--- src/rtl/gpr_wb_arbiter_pkg.sv ---
// -----------------------------------------------------------------------------
// gpr_wb_arbiter_pkg
//  Shared encodings for the GPR writeback arbiter:
//   - flag_op_e   : FlagOp encoding seen by the GPR (DIS / SET / SET_AND_WR)
//   - wb_port_e   : writeback port identifiers (A = ALU, B = load unit)
//   - REG_ADDR_FLAG : default address of the flag register
//  is_flag_write() tells whether a FlagOp updates the flag register.
// -----------------------------------------------------------------------------
package gpr_wb_arbiter_pkg;

  typedef enum logic [1:0] {
    FLAG_OP_DIS        = 2'd0,
    FLAG_OP_SET        = 2'd1,
    FLAG_OP_SET_AND_WR = 2'd2
  } flag_op_e;

  typedef enum logic {
    WB_PORT_A = 1'b0,
    WB_PORT_B = 1'b1
  } wb_port_e;

  localparam int unsigned REG_ADDR_FLAG = 5;

  function automatic logic is_flag_write(input logic [1:0] flagop);
    return (flagop == FLAG_OP_SET) || (flagop == FLAG_OP_SET_AND_WR);
  endfunction

endpackage

--- src/rtl/gpr_wb_arbiter_rr_arb2.sv ---
// -----------------------------------------------------------------------------
// gpr_wb_arbiter_rr_arb2
//  Two-way round-robin grant with its last_grant flop.
//  Ports:
//   clk, reset      clock, synchronous active-high reset
//   stall_i         suppresses every grant while high
//   req_a_i/req_b_i request lines (valid of each writeback port)
//   gnt_a_o/gnt_b_o combinational one-hot grant
//   last_grant_o    port granted most recently (B after reset, so A wins first tie)
// -----------------------------------------------------------------------------
module gpr_wb_arbiter_rr_arb2
  import gpr_wb_arbiter_pkg::*;
(
  input  logic     clk,
  input  logic     reset,
  input  logic     stall_i,
  input  logic     req_a_i,
  input  logic     req_b_i,
  output logic     gnt_a_o,
  output logic     gnt_b_o,
  output wb_port_e last_grant_o
);

  wb_port_e last_q, last_d;

  // On a tie the port that did not win last time gets the grant.
  always_comb begin
    gnt_a_o = 1'b0;
    gnt_b_o = 1'b0;
    if (!stall_i) begin
      if (req_a_i && (!req_b_i || (last_q == WB_PORT_B))) begin
        gnt_a_o = 1'b1;
      end else if (req_b_i) begin
        gnt_b_o = 1'b1;
      end
    end
  end

  // A grant always means a transfer because grants only go to valid ports.
  always_comb begin
    last_d = last_q;
    if (gnt_a_o) begin
      last_d = WB_PORT_A;
    end else if (gnt_b_o) begin
      last_d = WB_PORT_B;
    end
  end

  always_ff @(posedge clk) begin
    if (reset) begin
      last_q <= WB_PORT_B;
    end else begin
      last_q <= last_d;
    end
  end

  assign last_grant_o = last_q;

endmodule

--- src/rtl/gpr_wb_arbiter.sv ---
// -----------------------------------------------------------------------------
// gpr_wb_arbiter
//  Shares the single GPR write port between port A (ALU) and port B (load
//  unit). The GPR inputs are driven from an output register, so an accepted
//  write commits on the edge after acceptance. A pending-write query lets
//  decode detect RAW hazards on the write held in the output register.
//
//  Handshake: x_valid is held with stable fields until x_ready; x_ready is
//  combinational (grant to x) and a transfer is x_valid & x_ready in the same
//  cycle. A requester may drop valid without ready.
//
//  Ports:
//   clk, reset                    clock, synchronous active-high reset
//   stall                         no grant while high
//   a_valid/a_ready/a_addr/a_data/a_flagop/a_nflag   port A request
//   b_valid/b_ready/b_addr/b_data/b_flagop/b_nflag   port B request
//   gpr_we/gpr_awr/gpr_din/gpr_flagop/gpr_nflag      registered GPR write
//   q_addr1/q_addr2 -> q_hit1/q_hit2                 hazard query (comb.)
// -----------------------------------------------------------------------------
module gpr_wb_arbiter
  import gpr_wb_arbiter_pkg::*;
#(
  parameter int unsigned     DW     = 32,
  parameter int unsigned     AW     = 5,
  parameter logic [AW-1:0]   FLAG_A = AW'(REG_ADDR_FLAG)
) (
  input  logic          clk,
  input  logic          reset,
  input  logic          stall,
  input  logic          a_valid,
  output logic          a_ready,
  input  logic [AW-1:0] a_addr,
  input  logic [DW-1:0] a_data,
  input  logic [1:0]    a_flagop,
  input  logic [DW-1:0] a_nflag,
  input  logic          b_valid,
  output logic          b_ready,
  input  logic [AW-1:0] b_addr,
  input  logic [DW-1:0] b_data,
  input  logic [1:0]    b_flagop,
  input  logic [DW-1:0] b_nflag,
  output logic          gpr_we,
  output logic [AW-1:0] gpr_awr,
  output logic [DW-1:0] gpr_din,
  output logic [1:0]    gpr_flagop,
  output logic [DW-1:0] gpr_nflag,
  input  logic [AW-1:0] q_addr1,
  input  logic [AW-1:0] q_addr2,
  output logic          q_hit1,
  output logic          q_hit2
);

  logic     gnt_a, gnt_b;
  wb_port_e last_grant;

  gpr_wb_arbiter_rr_arb2 u_arb (
    .clk          (clk),
    .reset        (reset),
    .stall_i      (stall),
    .req_a_i      (a_valid),
    .req_b_i      (b_valid),
    .gnt_a_o      (gnt_a),
    .gnt_b_o      (gnt_b),
    .last_grant_o (last_grant)
  );

  assign a_ready = gnt_a;
  assign b_ready = gnt_b;

  // Output register
  logic          we_q,     we_d;
  logic [AW-1:0] awr_q,    awr_d;
  logic [DW-1:0] din_q,    din_d;
  logic [1:0]    flagop_q, flagop_d;
  logic [DW-1:0] nflag_q,  nflag_d;

  // Without a transfer the register goes idle but keeps addr/data, so only
  // the enables toggle on idle cycles.
  always_comb begin
    we_d     = 1'b0;
    flagop_d = FLAG_OP_DIS;
    awr_d    = awr_q;
    din_d    = din_q;
    nflag_d  = nflag_q;
    if (gnt_a) begin
      we_d     = 1'b1;
      awr_d    = a_addr;
      din_d    = a_data;
      flagop_d = a_flagop;
      nflag_d  = a_nflag;
    end else if (gnt_b) begin
      we_d     = 1'b1;
      awr_d    = b_addr;
      din_d    = b_data;
      flagop_d = b_flagop;
      nflag_d  = b_nflag;
    end
  end

  // Reset wins over a transfer accepted in the same cycle: that write is lost.
  always_ff @(posedge clk) begin
    if (reset) begin
      we_q     <= 1'b0;
      awr_q    <= '0;
      din_q    <= '0;
      flagop_q <= FLAG_OP_DIS;
      nflag_q  <= '0;
    end else begin
      we_q     <= we_d;
      awr_q    <= awr_d;
      din_q    <= din_d;
      flagop_q <= flagop_d;
      nflag_q  <= nflag_d;
    end
  end

  assign gpr_we     = we_q;
  assign gpr_awr    = awr_q;
  assign gpr_din    = din_q;
  assign gpr_flagop = flagop_q;
  assign gpr_nflag  = nflag_q;

  // A SET-only op writes no GPR data, so it only hazards on the flag
  // register. Register 0 is never a data hazard because the GPR drops it.
  function automatic logic pending_hit(input logic [AW-1:0] q);
    logic data_hit, flag_hit;
    data_hit = we_q && (flagop_q != FLAG_OP_SET) && (q == awr_q) && (q != '0);
    flag_hit = is_flag_write(flagop_q) && (q == FLAG_A);
    return data_hit || flag_hit;
  endfunction

  assign q_hit1 = pending_hit(q_addr1);
  assign q_hit2 = pending_hit(q_addr2);

  // last_grant is kept visible at this level for debug probing.
  logic unused_last_grant;
  assign unused_last_grant = (last_grant == WB_PORT_A);

endmodule

--- config.mk ---
export PLATFORM = sky130hd
export DESIGN_NAME = gpr_wb_arbiter
export DESIGN_NICKNAME = d
export VERILOG_FILES = /design/src/rtl/gpr_wb_arbiter_pkg.sv /design/src/rtl/gpr_wb_arbiter_rr_arb2.sv /design/src/rtl/gpr_wb_arbiter.sv
export SDC_FILE = /design/constraint.sdc
export NUM_CORES = 1
export LEC_CHECK = 0
export ABC_AREA = 0
export BUFFER_PORTS_ARGS = -buffer_cell sky130_fd_sc_hd__buf_4
export CAP_MARGIN = 20
export CORE_MARGIN = 8
export CORE_UTILIZATION = 45
export DETAILED_ROUTE_END_ITERATION = 8
export PLACE_DENSITY_LB_ADDON = 0.2
export REMOVE_ABC_BUFFERS = 1
export SETUP_SLACK_MARGIN = 0.15
export SLEW_MARGIN = 15
export SYNTH_ARGS = -nofsm -noshare
export SYNTH_HDL_FRONTEND = slang
export SYNTH_SLANG_ARGS = --single-unit
export TNS_END_PERCENT = 1
--- constraint.sdc ---
create_clock -name clk -period 2.8 [get_ports clk]
set_input_delay 0.28 -clock clk [delete_from_list [all_inputs] [get_ports clk]]
set_output_delay 0.28 -clock clk [all_outputs]
set_load 0.02 [all_outputs]
### After elaboration in Yosys (flattened, before gate mapping)

Index checks and enable logic that the tools add are counted.
Widths: inputs -> output; s select.

* eq/ne operators: 7
* mux-type cells: 17
* reductions and logical operators: 16

Operators by type and width (count)
* $mux 32: 4
* $eq 5x3->1 const B: 2
* $eq 5x5->1: 2
* $mux 5: 2
* $reduce_bool 5->1: 2
* $mux 1: 9
* $logic_and 1x1->1: 8
* $logic_or 1x1->1: 4
* $mux 2: 2
* $eq 2x1->1 const B: 1
* $eq 2x2->1 const B: 1
* $ne 2x1->1 const B: 1
* $reduce_bool 2->1: 1
* $logic_not 1->1: 1

* register bits after elaboration: 73
* input port bits: 157
* output and inout bits: 76
* logic and storage cells: 46

### Depth between registers and ports, before layout

* depth after elaboration: 7
* gate-level depth with buffers: 6
* mapped depth without buffers: 5

### Modules after synthesis

A second synthesis with hierarchy kept.

* cell total of the unflattened synthesis: 419
* area total of the unflattened synthesis: 3505.9 um^2

By module, submodules not included
* gpr_wb_arbiter: instances 1, cells each 411, area each 3435.8 um^2, seq. area each 1441.4 um^2
* gpr_wb_arbiter_rr_arb2: instances 1, cells each 8, area each 70.1 um^2, seq. area each 20.0 um^2

### Worst setup path before layout

OpenSTA, ideal clock, no wires.

* kind: register to output
* from: reg flagop_q[1] (netlist: gpr_flagop[1])
* to: out q_hit1
* data arrival time: 1.505 ns
* data required time: 2.520 ns
* slack: 1.015 ns
* stages on the path, launching flop included: 5
* path buffers: 0
* path through: dfxtp_1 -> inv_1 -> ha_1 -> nand4bb_1 -> o32ai_1

* longest elaborated chain between the ends: 5
* elaborated cells on any way between the ends: 9
* classes of those cells: eq/ne: 3; reduce/logical: 6

Ends and longest elaborated chain
* start: declaration: RTL line gpr_wb_arbiter.sv:74 `logic [1:0] flagop_q, flagop_d;`
* start signal: assignment: RTL line gpr_wb_arbiter.sv:112 `flagop_q <= flagop_d;`
* $ne 2x1->1: RTL line gpr_wb_arbiter.sv:127 `data_hit = we_q && (flagop_q != FLAG_OP_SET) && (q == awr_q) && (q != '0);`
* $logic_and 1x1->1 (3 in series): RTL line gpr_wb_arbiter.sv:127
* $logic_or 1x1->1 (*): RTL line gpr_wb_arbiter.sv:129 `return data_hit || flag_hit;`
* end: declaration: RTL line gpr_wb_arbiter.sv:49 `output logic q_hit1,`

Every way passes the cells marked *; elsewhere a longest branch is shown, timed or not.

### Worst setup path in the final report

Ends and elaborated chain as after synthesis.

==> summary.txt <==
Power
  – Sequential power share: 41.2%
  – Final Power: 2.85 mW
  – Logic gate share of total power: 24.4%
  – Switching Share: 27.7%
  – Int Power: 2.06 mW
  – Psw: 0.790 mW
  – Worst vdd ir: 0.371 mV
  – PwrDens: 522 nW/um^2
  – Clock network power share: 34.3%
  – Lkg Pwr: 2.45 nW

STA
  – Clock Skew: 0.00915 ns
  – Fmax: 0.532 GHz
  – RSZ-0062 raised after global routing: false
  – # setup viols final: 0
  – Max-slew headroom: 37.3%
  – Slew Viols, Final: 0
  – Least-Margin Pin Slew: 0.941 ns
  – Worst setup margin: 0.922 ns
  – Final worst path period share: 67.1%
  – Tmin final: 1.88 ns
  – Final Hold Viols: 0
  – Setup TNS: 0 ns

Floorplan
  – Die X: 104 microns
  – Die H: 104 microns
  – Core area: 7650 sq um
  – Ports: 233
  – Row count: 32
  – Initial Util: 46.0%
  – Die area: 10,900 sq um

Job
  – Max Cap Violations: 0

Finish
  – Diode count: 0
  – Fill count: 604
  – Area growth syn-to-layout: 55.2%
  – Layout cells sized above 1: 44.4%
  – Fin nets: 791

Critical path
  – Critical Path Start Type: flip-flop
  – Critical Path End Type: output port
  – Worst-path maximum fanout: 2
  – CP required: 2.52 ns
  – WP data arrival: 1.60 ns
  – Setup CP Type: flip-flop to output port

Global route
  – Largest net degree at the start of global routing: 85
  – Grt ovf: 0
  – First-pass GRT wire length: 20,100 microns
  – GR Util All Layers: 22.3%
  – Initial antenna violation count: 0
  – Vias in the first global route: 4,051

Synth
  – Post-synth EDFFs: 0
  – Count leader, synth: nand2_1
  – Post-synth top flop: dfxtp_1
  – Cell variety after synth: 26
  – Post-synth top area cell: dfxtp_1
  – Yosys top cell area share: 41.5%
  – Ys Warns: 0
  – Ys async rst share: 0%
  – Seq/Total Area, Yosys: 41.5%
  – Yosys reg bits: 73
  – Synth Instances: 425
  – Largest cells by area after synthesis: dfxtp_1 (42%), nand2_1 (15%), a311oi_2 (13%)
  – Mean Syn Cell Area: 8.28 sq um
  – Post-synth top cells: nand2_1 (138), dfxtp_1 (73), nor2_1 (72)
  – Syn Std Cell Area: 3520 sq um

Placement
  – Worst slack, placed: 1.09 ns
  – Port Buffers: 232
  – Placer Congestion: 0.866
  – Post-DP HPWL: 9460 microns

Routing
  – Post-detailed-route count of antenna-violating nets: 0
  – Initial drt markers: 176
  – Vias per cell: 5.22
  – DR vias: 3,860
  – Routed WL: 12,700 microns
  – Wire length per cell: 17.2 microns
  – Initial DRT Pass Iterations: 4
  – DR DRC count: 0

Clock tree
  – Post-CTS Setup Bufs: 0
  – H-Tree Level Count: 3
  – CTS buffer count: 9
  – Longest Clk Path Bufs: 2
  – CTS tree: built
  – Post-CTS Resized: 0
  – Clock sinks: 73
  – Hold_buf cts: 0
  – Clock Latency Late Sink: 0.33 ns
  – Root buf cell: clkbuf_8
  – Clk slew on worst S/H paths: 0.07 ns

Status
  – Status: completed

Worst hold path
  – Hold Path Class: primary input to flip-flop
routing by layer:
layer  part of all wire, %  wire length (microns)  vias up  global-route usage [%]
met4                   2.0                    255        0                    8.07
li1                      -                      -     1893                       -
met1                    37                   4730     1795                    23.7
met3                    10                   1310       18                    9.79
met5                     0                      0        -                       0
met2                    50                   6410      154                    38.1
placed cells by master (no fill, tap or decap), types with 2 or more instances in the layout:
cell / Yosys / final
a21oi_1: 4 / 4
xor2_1: 6 / 6
o32ai_1: 2 / 2
xnor2_1: 2 / 2
inv_1: 2 / 2
bufinv_16: 0 / 3
dfxtp_1: 73 / 73
a311oi_1: 39 / 39
nor3_1: 4 / 4
nor2_1: 72 / 72
a311oi_2: 30 / 30
nand3_1: 2 / 2
buf_4: 9 / 234
clkbuf_8: 0 / 9
nand4bb_1: 2 / 2
clkbuf_1: 5 / 2
a22oi_1: 2 / 2
nand2_1: 138 / 138
buf_12: 0 / 2
power groups by stage:
| stage | registers [mW] | clock network (mW) | logic, mW |
|---|---|---|---|
| final | 1.18 | 0.979 | 0.697 |
| after global routing | 1.19 | 1.04 | 0.749 |
| after CTS | 1.18 | 0.996 | 0.702 |
| after detailed placement | 1.20 | 0 | 0.700 |
| after global placement | 1.19 | 0 | 0.685 |
| after floorplan | 1.29 | 0 | 0.217 |
per-stage QoR:
stage / utilization [%] / hold WS, ns / instance area, sq um / cells
5_1_grt: 71.5 / 0.197 / 5470 / 740
6_report: 71.5 / 0.191 / 5470 / 740
4_1_cts: 71.5 / 0.176 / 5470 / 740
3_3_place_gp: 68.4 / 0.468 / 5230 / 724
2_1_floorplan: - / 0.348 / 3290 / 386
3_5_place_dp: 68.4 / 0.475 / 5230 / 724
sequential cells by signal (all words and copies together), names as in the netlist:
| signal | flops |
|---|---|
| gpr_din | 32 |
| gpr_nflag | 32 |
| gpr_awr | 5 |
| gpr_flagop | 2 |
| gpr_we | 1 |
| u_arb.last_grant_o | 1 |
worst max-delay path: stages, from the launching register on:
cell and delay, ns:
dfxtp_1 0.33, inv_1 0.04, ha_1 0.29, nand4bb_1 0.18, o32ai_1 0.25, buf_4 0.19
worst paths after layout:
check,from,endpoint,slack (ns),depth (start not counted)
worst max-delay path,gpr_flagop[1]$_SDFF_PP0_,q_hit1,0.92,5
worst min-delay path,b_flagop[0],gpr_flagop[0]$_SDFF_PP0_,0.19,3
worst max register to register,u_arb.last_grant_o$_SDFFE_PP1P_,gpr_din[8]$_SDFFE_PP0P_,1.16,5
worst min register to register,gpr_din[26]$_SDFFE_PP0P_,gpr_din[26]$_SDFFE_PP0P_,0.49,2
cell type report:
| cell class | instances | area (sq um) | area share, % |
|---|---|---|---|
| clock buffer | 11 | 131 | 2.40 |
| clock inverter | 5 | 104 | 1.90 |
| inverter | 2 | 7.51 | 0.137 |
| multi-input combinational | 311 | 1840 | 33.6 |
| sequential | 73 | 1460 | 26.7 |
| tap | 102 | 128 | 2.34 |
| timing repair buffer | 236 | 1800 | 32.9 |
cell families after synthesis:
logic type | after synthesis | share of synthesized area [%]
simple gates | 224 | 25.1
compound gates | 78 | 24.2
flops | 73 | 41.5
buf+inv | 41 | 6.86
xor+xnor | 8 | 1.99
fa+ha+maj | 1 | 0.355
Power figures use the tool's default switching activity.
